$ cat config.mk
export PLATFORM = sky130hd
export DESIGN_NAME = i2s_rx_capture
export DESIGN_NICKNAME = d
export VERILOG_FILES = /design/src/rtl/i2s_rx_capture.sv
export SDC_FILE = /design/constraint.sdc
export NUM_CORES = 1
export LEC_CHECK = 0
export BUFFER_PORTS_ARGS = -buffer_cell sky130_fd_sc_hd__buf_2
export CAP_MARGIN = 20
export CORE_MARGIN = 2
export CORE_UTILIZATION = 45
export DETAILED_ROUTE_END_ITERATION = 16
export PLACE_DENSITY = 0.67
export SLEW_MARGIN = 20
export SYNTH_ARGS = -nofsm -noshare
export SYNTH_HDL_FRONTEND = slang
export SYNTH_SLANG_ARGS = --single-unit
export TNS_END_PERCENT = 100
$ cat constraint.sdc
create_clock -name iCLK_50 -period 2.2 [get_ports iCLK_50]
set_input_delay 0.33 -clock iCLK_50 [delete_from_list [all_inputs] [get_ports iCLK_50]]
set_output_delay 0.33 -clock iCLK_50 [all_outputs]
set_load 0.01 [all_outputs]
$ cat src/rtl/i2s_rx_capture.sv
// I2S receiver: oversamples codec BCLK/LRCK/DIN on the system clock and presents
// left/right sample pairs with a valid/ready handshake and an overrun pulse.
//
// state | meaning
// SYNC  | waiting for a 1->0 LRCK change (start of a left word); bits discarded
// RUN   | framing locked; words captured into l_hold and the output pair
module i2s_rx_capture #(
    parameter int DATA_W      = 16,
    parameter int TIMEOUT_CYC = 1023
) (
    input  logic              iCLK_50,
    input  logic              iRESET_n,
    input  logic              iBCLK,
    input  logic              iLRCK,
    input  logic              iDIN,
    output logic [DATA_W-1:0] oL_data,
    output logic [DATA_W-1:0] oR_data,
    output logic              oValid,
    input  logic              iReady,
    output logic              oOverrun,
    output logic              oLocked
);

    typedef enum logic {ST_SYNC, ST_RUN} state_t;

    localparam logic [15:0]       TO_LOAD = 16'(TIMEOUT_CYC);
    localparam logic [DATA_W-1:0] MSB_ONE = {1'b1, {(DATA_W-1){1'b0}}};

    state_t            state_q, state_d;
    logic [2:0]        bclk_sync;
    logic [1:0]        lrck_sync, din_sync;
    logic              bclk_rise, lrck_s, din_s, lrck_q;
    logic              lrck_fall, lrck_rise, timeout;
    logic              left_done, pair_done;
    logic [5:0]        bit_cnt;
    logic [15:0]       to_cnt;
    logic [DATA_W-1:0] shift_q, word_cur, l_hold;

    assign bclk_rise = bclk_sync[1] & ~bclk_sync[2];
    assign lrck_s    = lrck_sync[1];
    assign din_s     = din_sync[1];
    assign lrck_fall = bclk_rise & lrck_q & ~lrck_s;
    assign lrck_rise = bclk_rise & ~lrck_q & lrck_s;
    assign timeout   = ~bclk_rise && (to_cnt == 16'd1);
    assign oLocked   = (state_q == ST_RUN);

    // Shifting past the MSB position yields zero, so bits beyond DATA_W drop out.
    assign word_cur  = din_s ? (shift_q | (MSB_ONE >> bit_cnt)) : shift_q;

    always_ff @(posedge iCLK_50) begin
        if (!iRESET_n) begin
            state_q <= ST_SYNC;
        end else begin
            state_q <= state_d;
        end
    end

    always_comb begin
        state_d   = state_q;
        left_done = 1'b0;
        pair_done = 1'b0;
        case (state_q)
            ST_SYNC: begin
                if (lrck_fall) state_d = ST_RUN;
            end
            ST_RUN: begin
                if (timeout) begin
                    state_d = ST_SYNC;
                end else if (lrck_rise) begin
                    left_done = 1'b1;
                end else if (lrck_fall) begin
                    pair_done = 1'b1;
                end
            end
            default: state_d = ST_SYNC;
        endcase
    end

    always_ff @(posedge iCLK_50) begin
        if (!iRESET_n) begin
            bclk_sync <= '0;
            lrck_sync <= '0;
            din_sync  <= '0;
            lrck_q    <= 1'b0;
            bit_cnt   <= '0;
            to_cnt    <= '0;
            shift_q   <= '0;
            l_hold    <= '0;
            oL_data   <= '0;
            oR_data   <= '0;
            oValid    <= 1'b0;
            oOverrun  <= 1'b0;
        end else begin
            bclk_sync <= {bclk_sync[1:0], iBCLK};
            lrck_sync <= {lrck_sync[0], iLRCK};
            din_sync  <= {din_sync[0], iDIN};

            if (bclk_rise) begin
                to_cnt <= TO_LOAD;
                lrck_q <= lrck_s;
            end else if (to_cnt != 16'd0) begin
                to_cnt <= to_cnt - 16'd1;
            end

            // A word boundary or SYNC state restarts the word from the MSB.
            if (timeout) begin
                bit_cnt <= '0;
                shift_q <= '0;
            end else if (bclk_rise) begin
                if ((lrck_s != lrck_q) || (state_q == ST_SYNC)) begin
                    bit_cnt <= '0;
                    shift_q <= '0;
                end else begin
                    shift_q <= word_cur;
                    if (bit_cnt != 6'd63) bit_cnt <= bit_cnt + 6'd1;
                end
            end

            if (left_done) l_hold <= word_cur;

            oOverrun <= 1'b0;
            if (pair_done) begin
                if (!oValid || iReady) begin
                    oL_data <= l_hold;
                    oR_data <= word_cur;
                    oValid  <= 1'b1;
                end else begin
                    oOverrun <= 1'b1;
                end
            end else if (oValid && iReady) begin
                oValid <= 1'b0;
            end
        end
    end

endmodule

After elaboration in Yosys (flattened, before gate mapping)
Index checks and enable logic that the tools add are counted.

Bits in registers: 97. Bits of input ports: 6. Output and inout bits: 35. Word-level logic and storage cells: 67.

Add/subtract/negate cells: 2. Equality and inequality tests: 4. Shifts and indexed selects: 1. Mux-type cells: 19. Bitwise operators: 12. Reductions and logical operators: 15.

Operator list (count): $mux W16 (2); $mux W10 (2); $eq A16 B1 Y1 const B (1); $or A16 B16 Y16 (1); $reduce_bool A16 Y1 (1); $shr A16 B6 Y16 const A (1); $sub A16 B1 Y16 const B (1); $mux W1 (12); $mux W6 (2); $reduce_and A2 Y1 (4); $add A6 B1 Y6 const B (1); $ne A6 B6 Y1 const B (1); $not A1 Y1 (6); $reduce_bool A2 Y1 (3); $and A1 B1 Y1 (5); $reduce_or A2 Y1 (2); $logic_and A1 B1 Y1 (2); $logic_or A1 B1 Y1 (2); $ne A2 B1 Y1 const B (1); $pmux W1 S2 (1); $logic_not A1 Y1 (1); $ne A1 B1 Y1 (1).

Depth between registers and ports, before layout
Depth in word-level cells: 10. Gate-level depth with buffers: 8. Gate-level depth less buffers: 6.

Worst setup path after synthesis
Ideal clock, no wire load.

Path type: reg-to-reg. Start point: register to_cnt[0]. End point: register to_cnt[7]. Setup time: 122 ps. Arrival time: 1929 ps. Required time: 2078 ps. Slack: 150 ps. Cell stages (with the launch flop): 8. Buffers on the path: 1. Clock period less this slack: 2050 ps. Path through: dfxtp_1 inv_1 ha_1 or3b_2 clkbuf_1 or4_1 a311oi_1 nor2_1.

Longest elaborated chain between the ends: 3. Elaborated cells between the ends (all ways): 5. Classes of those cells: 1 x add/sub; 2 x mux; 2 x reduce/logical.

RTL lines: from (decl) (line 36) `logic [15:0] to_cnt;`; from (signal assigned) (line 102) `to_cnt <= to_cnt - 16'd1;`; $sub A16 B1 Y16 (line 102); $mux W10 (line 101) `end else if (to_cnt != 16'd0) begin`; $mux W10 (line 98) `if (bclk_rise) begin`.

Several ways; a longest one is shown, not always the timed one. The select of a mux whose other input is x is not followed. A chain may end at the register's enable or synchronous reset.

Worst setup path after layout
Start point: register to_cnt[4]. End point: register to_cnt[7].

The elaborated chain is that of the path after synthesis.

==> flow_summary.rst <==
.. list-table::
   :header-rows: 1

   * - Metric
     - Value
   * - Setup slack on the worst flop-to-flop path
     - 0.17 ns
   * - Hold path cells
     - 2
   * - Clock Pin Slew Worst Setup and Hold Paths
     - approximately 0.11 ns
   * - Proportion of layout cells with a drive suffix above 1
     - 0.176
   * - Number of buffers added by the clock tree synthesis step
     - 9
   * - Total grt overflow
     - 0
   * - Number of synthesized flops with an enable pin
     - 0
   * - Crit-path max cell delay
     - 0.61 ns
   * - Worst setup startpoint
     - to_cnt[4]
   * - Latest clock arrival within the worst-skew pair
     - around 0.36 ns
   * - Part of the total power dissipated in combinational logic
     - 0.257
   * - Top Ports
     - 41
   * - Data required time of the worst path
     - 2.46 ns
   * - Dominant cells by area after synthesis
     - dfxtp_1, a21oi_1, o21ai_0
   * - Depth of the most critical reg-to-reg path
     - 4
   * - Total chip power
     - about 0.0043 W
   * - Synth cell types
     - 49
   * - Antenna violations before repair
     - 0
   * - Sequential power share
     - 0.476
   * - Horizontal die dimension
     - 96.1 um
   * - DRC violations left
     - 0
   * - Post-CTS setup buffer count
     - 0
   * - Area of the die
     - 9230 um^2
   * - Number of buffers between clock root and the deepest sink
     - 2
   * - Minimum clock period
     - 2.03 ns
   * - Final-stage net count
     - around 470
   * - Core Util, Final
     - 0.529
   * - Data arrival, critical path
     - 2.29 ns
   * - Clock root buffer
     - clkbuf_8
   * - Relative slew margins
     - 0.613
   * - Slowest cell on the critical path
     - or4_1
   * - Synth Flop Type
     - dfxtp_1
   * - Worst Hold Class
     - in2reg
   * - Power per cell area
     - 984 nW/um^2
   * - CTS tree
     - built
   * - Hold Crit Endpoint
     - lrck_sync[0]
   * - Total number of H-tree levels
     - 3
   * - Number of global-route vias before repair
     - 2831
   * - Fmax
     - 492 MHz
   * - Count of state elements after synthesis
     - 97
   * - Global-route wire length before repair
     - 13600 um
   * - Worst Path Buf+Inv
     - 0
   * - Filler-free cell count of the finished design
     - 570
   * - Final worst path period share
     - 0.924
   * - Post-route clock skew
     - between 0.015 and 0.02 ns
   * - Total routing resource utilization after global routing
     - 0.187
   * - Post-detailed-route count of antenna-violating nets
     - 0
   * - Top fanout value on the critical path
     - 8
   * - VDD IR max
     - around 0.82 mV
   * - Critical Path Sink Type
     - flop
   * - Category of the most critical setup path
     - reg2reg
   * - Fraction of power spent switching nets
     - 0.342
   * - Total number of vias
     - 3150
   * - Routed wire length
     - 8250 um
   * - Final number of max-transition violations
     - 0
   * - Power share of the clock group
     - 0.267
   * - Share of the synthesized area in the top cell type
     - 0.509
   * - Most frequent cell on the critical path
     - or4_1
   * - Leakage power
     - 1.65 nW
   * - Initial core utilization
     - 0.464
   * - Net Count, Synth
     - 435
   * - Worst reg2reg path startpoint
     - to_cnt[4]
   * - Final RePlAce weighted congestion
     - 0.802
   * - Die Height
     - 96.1 um
   * - Largest delay contributor family on the critical path
     - simple AND/OR/NAND/NOR gates
   * - Cell chain of the critical path
     - or4_1 > or4_1 > a311oi_2 > nor2_1
   * - WHS
     - approximately 0.17 ns
   * - Netlist area before placement
     - 3810 um^2
   * - Pin count of the biggest net entering global routing
     - 53
   * - Post-synthesis sequential area ratio
     - 0.509
   * - HPWL reported at the end of detailed placement
     - 5520 um
   * - Number of clock sinks
     - 97
   * - Worst Hold Launch
     - iLRCK
   * - Post-CTS resize count
     - 0
   * - Post-Synthesis Cells
     - 426
   * - Detailed router's first-iteration violation count
     - 209
   * - Port Buffers
     - 40
   * - Commonest cells after routing, fill and taps aside
     - dfxtp_1, a21oi_1, o21ai_0, nand2_1, buf_2
   * - Vias per std cell
     - ~5.5
   * - Pre-antenna DRT Iters
     - 4
   * - Number of failing hold endpoints at the final stage
     - 0
   * - Run status
     - finished, final reports clean
   * - Number of max-cap violations
     - 0
   * - Synth warnings
     - 0
   * - Crit start category
     - flop
   * - Number of buffers inserted by hold repair at cts
     - 0
   * - Slew at the pin with the worst max-slew slack
     - around 0.58 ns
   * - Wire per inst
     - 14.5 um
   * - Leading area contributor after synthesis
     - dfxtp_1
   * - Net switching power of the design
     - 0.00147 W
   * - Final Setup Violations
     - 0
   * - Mean Syn Cell Area
     - 8.96 um^2
   * - Placeable Area
     - 8220 um^2
   * - Area overhead of the layout relative to synthesis
     - 14.0%
   * - Most common library cell in the layout ignoring fill and taps
     - dfxtp_1
   * - Cell internal pwr
     - 0.00282 W
   * - Placed cell count
     - 554
   * - Num rows
     - 33
   * - Final sum of negative setup slack
     - 0 ns
   * - Fraction of registers with async set/reset
     - 0
   * - Crit Reg-Reg Endpoint
     - to_cnt[7]
   * - RSZ-0062 raised after global routing
     - no
   * - Diodes inserted
     - 0
[sequential cells by signal, summed over array words and instances (netlist names)]
signal	count
l_hold	16
oL_data	16
oR_data	16
shift_q	16
to_cnt	16
bit_cnt	6
bclk_sync	3
din_sync	2
lrck_sync	2
lrck_q	1
oLocked	1
oOverrun	1
oValid	1
[area by class of cell]
cell class	instances	area [um^2]
clock buffers	9	124
flip-flops and latches	97	1940
fillers	753	3870
repair buffers	53	310
inverters	4	15.0
well taps	105	131
multi-input cells	295	1760
clock inverters	7	72.6
[worst reg2reg max path, cell delays in order, from the launching register on]
cell	delay, ns
dfxtp_1	0.38
or4_1	0.59
or4_1	0.61
a311oi_2	0.29
nor2_1	0.07
[power groups by stage]
stage | combinational [W] | clock (W) | sequential, W
3_5_place_dp | 0.00107 | 0 | 0.00207
2_1_floorplan | 0.000840 | 0 | 0.00203
5_1_grt | 0.00124 | 0.00123 | 0.00207
4_1_cts | 0.00107 | 0.00117 | 0.00203
3_3_place_gp | 0.00104 | 0 | 0.00206
6_report | 0.00110 | 0.00114 | 0.00204
[cell usage after synthesis (2+ instances only)]
library cell  instances
nand4_1               2
a21boi_0             18
nand2b_1              3
nor3b_1               4
buf_1                 2
clkbuf_1             24
nor2b_1               7
nand2_1              40
ha_1                  3
or4_1                 8
dfxtp_1              97
xor2_1                2
or3_1                 4
o21a_1                4
and3_1                4
nand3_1               4
nor4_1               24
nor2_1               23
and3b_1               2
inv_1                 4
o21ai_0              40
o31ai_1               6
nor3_1                4
and2_1               10
or4_4                 2
a31oi_1              17
a21oi_1              41
o31a_1                6
[stage by stage]
| step | area, um^2 | setup WS (ns) |
|---|---|---|
| floorplan | 3810 | 0.150 |
| global placement | 4140 | 0.136 |
| detailed placement | 4140 | 0.0859 |
| CTS | 4340 | 0.0668 |
| global route | 4350 | 0.0235 |
| finish | 4350 | 0.168 |
[worst max-delay path by stage]
stage	end	slack, ns	depth (start not counted)
global route	to_cnt[7]	0.02	6
finish	to_cnt[7]	0.17	4
floorplan	to_cnt[7]	0.15	7
CTS	to_cnt[7]	0.07	6
global placement	to_cnt[7]	0.14	6
detailed placement	to_cnt[7]	0.09	6
[metal layers]
| layer | wire, um | up-vias | track usage |
|---|---|---|---|
| met3 | 304 | 10 | 0.0313 |
| li1 | - | 1633 | - |
| met1 | 4090 | 1446 | 0.258 |
| met4 | 88 | 0 | 0.0679 |
| met5 | 0 | - | 0 |
| met2 | 3770 | 61 | 0.293 |
[logic make-up (layout without fill, tap and decap cells)]
kind of cell | Yosys count | count (layout) | synth area share
flip-flops | 97 | 97 | 0.509
buffers and inverters | 34 | 73 | 0.0371
XOR/XNOR | 3 | 3 | 0.00689
AND/OR/NAND/NOR | 149 | 149 | 0.216
adder cells (fa/ha/maj) | 3 | 3 | 0.00984
AO/OA/AOI/OAI | 140 | 140 | 0.221
Note: power is estimated with default switching activity, not from simulation.
